`config.mk`:
```
export PLATFORM = sky130hd
export DESIGN_NAME = vga_timing_gen
export DESIGN_NICKNAME = d
export VERILOG_FILES = /design/src/rtl/vga_timing_gen.sv
export SDC_FILE = /design/constraint.sdc
export NUM_CORES = 1
export LEC_CHECK = 0
export CAP_MARGIN = 20
export CORE_UTILIZATION = 23
export CTS_CLUSTER_DIAMETER = 30
export DETAILED_ROUTE_END_ITERATION = 10
export PLACE_DENSITY = 0.5
export RECOVER_POWER = 25
export SLEW_MARGIN = 20
export SYNTH_ARGS = -nofsm -noshare
export SYNTH_HDL_FRONTEND = slang
export SYNTH_SLANG_ARGS = --single-unit
export TNS_END_PERCENT = 1
```
`constraint.sdc`:
```
create_clock -name clk -period 2.8 [get_ports clk]
set_input_delay 0.56 -clock clk [delete_from_list [all_inputs] [get_ports clk]]
set_output_delay 0.56 -clock clk [all_outputs]
set_load 0.01 [all_outputs]
```
`src/rtl/vga_timing_gen.sv`:
```
// Raster timing generator: free-running h/v counters, sync/de decode,
// a pix_en-gated alignment delay line and line/frame start pulses.
module vga_timing_gen #(
    parameter int H_ACTIVE_PIXEL_COUNT = 1280,
    parameter int H_FRONT_PORCH        = 110,
    parameter int H_SYNC_WIDTH         = 40,
    parameter int H_BACK_PORCH         = 220,
    parameter int V_ACTIVE_LINE_COUNT  = 720,
    parameter int V_FRONT_PORCH        = 5,
    parameter int V_SYNC_WIDTH         = 5,
    parameter int V_BACK_PORCH         = 20,
    parameter bit H_SYNC_POL           = 1'b1,
    parameter bit V_SYNC_POL           = 1'b1,
    parameter int PIPE_DELAY           = 1
) (
    input  logic        clk,
    input  logic        rst,
    input  logic        pix_en,
    output logic [11:0] h_counter,
    output logic [11:0] v_counter,
    output logic        hsync,
    output logic        vsync,
    output logic        de,
    output logic        line_start,
    output logic        frame_start
);

    localparam int H_TOTAL = H_ACTIVE_PIXEL_COUNT + H_FRONT_PORCH
                           + H_SYNC_WIDTH + H_BACK_PORCH;
    localparam int V_TOTAL = V_ACTIVE_LINE_COUNT + V_FRONT_PORCH
                           + V_SYNC_WIDTH + V_BACK_PORCH;
    localparam int HS_START = H_ACTIVE_PIXEL_COUNT + H_FRONT_PORCH;
    localparam int HS_END   = HS_START + H_SYNC_WIDTH;
    localparam int VS_START = V_ACTIVE_LINE_COUNT + V_FRONT_PORCH;
    localparam int VS_END   = VS_START + V_SYNC_WIDTH;
    localparam logic [11:0] H_LAST = 12'(H_TOTAL - 1);
    localparam logic [11:0] V_LAST = 12'(V_TOTAL - 1);

    if (H_TOTAL > 4096) begin : g_h_total_chk
        $error("vga_timing_gen: H_TOTAL exceeds 4096");
    end
    if (V_TOTAL > 4096) begin : g_v_total_chk
        $error("vga_timing_gen: V_TOTAL exceeds 4096");
    end
    if (PIPE_DELAY < 0 || PIPE_DELAY > 7) begin : g_pipe_chk
        $error("vga_timing_gen: PIPE_DELAY must be 0..7");
    end

    logic       h_wrap;
    logic       v_wrap;
    logic [2:0] raw;
    logic [2:0] dly;
    int         h_int;
    int         v_int;

    assign h_wrap = (h_counter == H_LAST);
    assign v_wrap = (v_counter == V_LAST);

    always_ff @(posedge clk or negedge rst) begin
        if (!rst) begin
            h_counter   <= '0;
            v_counter   <= '0;
            line_start  <= 1'b0;
            frame_start <= 1'b0;
        end else begin
            // Pulses re-evaluate every clk so they last exactly one cycle
            line_start  <= pix_en && h_wrap;
            frame_start <= pix_en && h_wrap && v_wrap;
            if (pix_en) begin
                h_counter <= h_wrap ? 12'd0 : h_counter + 12'd1;
                if (h_wrap) begin
                    v_counter <= v_wrap ? 12'd0 : v_counter + 12'd1;
                end
            end
        end
    end

    always_comb begin
        h_int  = int'(h_counter);
        v_int  = int'(v_counter);
        raw    = 3'b000;
        raw[2] = (h_int >= HS_START) && (h_int < HS_END);
        raw[1] = (v_int >= VS_START) && (v_int < VS_END);
        raw[0] = (h_int < H_ACTIVE_PIXEL_COUNT)
              && (v_int < V_ACTIVE_LINE_COUNT);
    end

    if (PIPE_DELAY == 0) begin : g_no_pipe
        assign dly = raw;
    end else begin : g_pipe
        logic [2:0] stage [PIPE_DELAY];

        always_ff @(posedge clk or negedge rst) begin
            if (!rst) begin
                for (int i = 0; i < PIPE_DELAY; i++) begin
                    stage[i] <= 3'b000;
                end
            end else if (pix_en) begin
                stage[0] <= raw;
                for (int i = 1; i < PIPE_DELAY; i++) begin
                    stage[i] <= stage[i-1];
                end
            end
        end

        assign dly = stage[PIPE_DELAY-1];
    end

    // Cleared delay regs read as inactive, whatever the polarity
    assign hsync = H_SYNC_POL ? dly[2] : ~dly[2];
    assign vsync = V_SYNC_POL ? dly[1] : ~dly[1];
    assign de    = dly[0];

endmodule

```
---- Word level (Yosys, flattened, before mapping) ----
Cells that the tools add are included.
cells by class
  add/sub/neg operators ................... 2
  order comparisons ....................... 6
  equal/unequal tests ..................... 2
  muxes and demuxes ....................... 2
  reductions and logical operators ........ 6
operators with widths
  operator                                                                                number
  12-bit by 1-bit adder with 12-bit output (second input constant)                        2
  12-bit by 10-bit less-than comparator with 1-bit output (second input constant)         2
  12-bit by 11-bit less-than comparator with 1-bit output (second input constant)         2
  12-bit two-way mux                                                                      2
  12-bit by 10-bit equality test with 1-bit output (second input constant)                1
  12-bit by 11-bit equality test with 1-bit output (second input constant)                1
  12-bit by 10-bit greater-or-equal comparator with 1-bit output (second input constant)  1
  12-bit by 11-bit greater-or-equal comparator with 1-bit output (second input constant)  1
  1-bit logical AND                                                                       5
  2-bit AND reduction                                                                     1
word-level totals
  flip-flop bits (word level) ............. 29
  output and inout port bits .............. 29

---- Depth between registers and ports, before layout ----
  word-level depth ........................ 3
  gate-level depth with buffers ........... 8

---- Least setup slack after synthesis ----
OpenSTA, ideal clock, no wires.
  kind .................................... reg2reg
  start ................................... register h_counter[1]
  end ..................................... register h_counter[11]
  setup time .............................. 0.128 ns
  arrival time ............................ 1.548 ns
  slack ................................... 1.124 ns
  cell stages (with the launch flop) ...... 8
  path buffers ............................ 1
  clock period less this slack ............ 1.676 ns
  path through ............................ dfrtp_1 > inv_1 > ha_1 > nand4bb_4 > and4bb_1 > buf_4 > nor2_1 > mux2_1
between the ends
  longest elaborated chain between the ends .. 2
  elaborated cells on any way between the ends .. 3
  classes of those cells .................. add/sub: 1; eq/ne: 1; mux: 1
RTL lines
  element                                                                                                              line    text
  start: declaration                                                                                                   19      output logic [11:0] h_counter,
  start signal: assignment                                                                                             70      h_counter <= h_wrap ? 12'd0 : h_counter + 12'd1;
  12-bit by 1-bit adder with 12-bit output / 12-bit by 11-bit equality test with 1-bit output (equally long branches)  70, 56
  12-bit two-way mux (*)                                                                                               70
Mark *: on every way between the ends. The rest lies on a longest branch, timed or not.
A chain may end at the register's enable or synchronous reset.

==> flow_metrics.tcl <==
set metrics [dict create \
    num_rows 30 \
    path_delay_family "buffers and inverters" \
    path_depth 2 \
    postSynthCellCount 178 \
    instances_no_fill 309 \
    crit_chain "clkdlybuf4s50_1 -> clkbuf_1" \
    synth_edf_count 0 \
    relSlewSlack_pct -11.6 \
    setup_violations 0 \
    vias 1442 \
    ioPinCount 32 \
    final_cell_mix "31 x clkdlybuf4s50_1, 29 x dfrtp_1, 16 x inv_1, 13 x nand3_1" \
    regToRegStartpoint "v_counter[8]" \
    avgViaCountPerCell 4.67 \
    end_kind "asynchronous set/reset pin" \
    cts_tree "built" \
    grt.busiest_layer "met2" \
    start_util_pct 24.5 \
    grt_setup_unrepaired "no" \
    worst-setup-path-type "in2async" \
    synthArstFlopShare_pct 100 \
    grt_use_met3_pct 3.02 \
    design_area_um2 2210 \
    diodes 0 \
    syn_to_final_growth_pct 30.1 \
    antenna_left 0 \
    violations "capacitance limit, slew limit" \
    syn_area_per_cell_um2 9.54 \
    power_density_nw_per_um2 522 \
    die_x_um 87.9 \
    crit_path_start "rst" \
    track_usage_pct 11.6 \
    h-tree-depth 2 \
    rr_endpoint "v_counter[2]" \
    setup.worst_path.end "h_counter[10]" \
    drive_above_1_share_pct 7.98 \
    postCtsHoldBufs 0 \
    cts_resized 0 \
    fp.dieH_um 87.9 \
    antenna_found_initial 0 \
    regArea_um2 726 \
    syn-num-nets 187 \
    worst_pin_slew_ns 1.67 \
    critical_path.slowest_cell "clkbuf_1" \
    reg2reg_depth 4 \
    fillers 725 \
    reg2reg_slack_ns 0.75 \
    fin_crit_ns 2.16 \
    place_ws_ns 0.460 \
    ys_seq_area_share_pct 42.7 \
    synth-main-ff-cell "dfrtp_1" \
    final_common_cell "clkdlybuf4s50_1" \
    grt_use_met2_pct 18.9 \
    cts_buffer_depth 2 \
    synth-seq-cells 29 \
    total_leakage_power_nw 0.897 \
    path_clk_slew_ns 0.06 \
    place_inst 301 \
    max_freq_ghz 0.464 \
    drc_errors 0 \
    worstPathRequired_ns 2.88 \
    cap_violations 1 \
    overflow 0 \
    worst-path-buf-inv 2 \
    grt_pass1_wl_mm 7.00 \
    cpPeakStageDelay_ns 1.21 \
    clock_sinks 29 \
    cts_buffers 5 \
    yosysUniqueCellTypes 43 \
    cp_max_fo 29 \
    postCtsSetupBuffers 0 \
    drt_iter0_markers 56 \
    hold_violations 0 \
    design.die.area_um2 7730 \
    status "complete, but fails checks" \
    synth_area_um2 1700 \
    crit_path_start_kind "primary input" \
    io_buffer_count 31 \
    fin_setup_tns_ns 0 \
    avgRoutedWirePerCell_um 13.4 \
    report.final.slew_viol_count 30 \
    layout_setup_ws_ns 0.644 \
    grt_pass1_vias 1392 \
    grt_max_degree 30 \
    place_hpwl_mm 2.94 \
    grt_use_met1_pct 15.6 \
    cts_root_buf "clkbuf_8" \
    num-nets-final 221 \
    core-area_um2 6940 \
    ir_worst_vdd_mv 0.177 \
    wirelength_mm 4.15 \
    insertion_delay_ns 0.27 \
    cp.arrival_ns 2.23 \
    drt_pass1_iterations 4 \
    clock_skew_ns 0.00371 \
    hp-class "reg2reg" \
    finalCritPeriodShare_pct 77.0 \
    gp_congestion 0.742 \
    yosysWarnings 0 \
    place_area_um2 2110 \
    multi_input_comb_area_um2 865 \
]
==> kinds of logic after synthesis <==
logic type | share of synthesized area, %
adders and majority gates | 4.42
AOI/OAI and AO/OA | 13.1
DFF | 42.7
and+or+nand+nor | 27.2
xor gates and xnor gates | 2.58
muxes | 3.61
buffers and inverters | 6.34
==> registers in the layout, summed over array words and instances (netlist names) <==
register     flops
frame_start      1
h_counter       12
v_counter       12
line_start       1
dly              3
==> per-stage QoR <==
stage	utilization (%)	hold slack [ns]	power, mW
2_1_floorplan	-	0.264	0.660
3_3_place_gp	30.4	0.518	0.779
3_5_place_dp	30.4	0.533	0.780
4_1_cts	31.9	0.544	1.17
5_1_grt	31.8	0.568	1.22
6_report	31.8	0.534	1.15
==> worst min-delay path by stage <==
stage             end  depth (start not counted)  slack [ns]  startpoint
2_1_floorplan  dly[0]                          0        0.26         rst
4_1_cts        dly[1]                          2        0.54      dly[1]
5_1_grt        dly[2]                          2        0.57      dly[2]
3_3_place_gp   dly[2]                          2        0.52      dly[2]
3_5_place_dp   dly[1]                          2        0.53      dly[1]
6_report       dly[2]                          2        0.53      dly[2]
==> power breakdown <==
part           internal (mW)  switching (mW)
clock                  0.222           0.163
combinational          0.133          0.0958
sequential             0.456          0.0829
==> synth_stat cells, types with 3 or more instances <==
cell / instances / area (µm²)
mux2i_1: 5 / 50.1
a21oi_1: 11 / 55.1
o211ai_1: 3 / 22.5
inv_1: 16 / 60.1
xnor2_1: 3 / 26.3
dfrtp_1: 29 / 726
nor2_1: 7 / 26.3
buf_2: 3 / 15.0
nand2_1: 11 / 41.3
and3_1: 5 / 31.3
o22ai_1: 4 / 25.0
or3_1: 6 / 37.5
nand3_1: 13 / 65.1
ha_1: 6 / 75.1
nor3_1: 4 / 20.0
a211oi_1: 3 / 22.5
nand4_1: 7 / 43.8
o21ai_0: 11 / 55.1
==> layer usage <==
layer / part of all wire (%) / wire (µm)
met5: 0 / 0
met4: 0.96 / 40
met3: 4.6 / 192
met2: 47 / 1950
met1: 47 / 1970
==> final cells by class <==
cell class	count	share of cell area [%]
timing repair buffer	35	15.2
sequential	29	32.9
clock buffer	7	4.36
tap	96	5.44
inverter	16	2.72
clock inverter	1	0.227
multi-input combinational	125	39.2
Power figures use the tool's default switching activity.
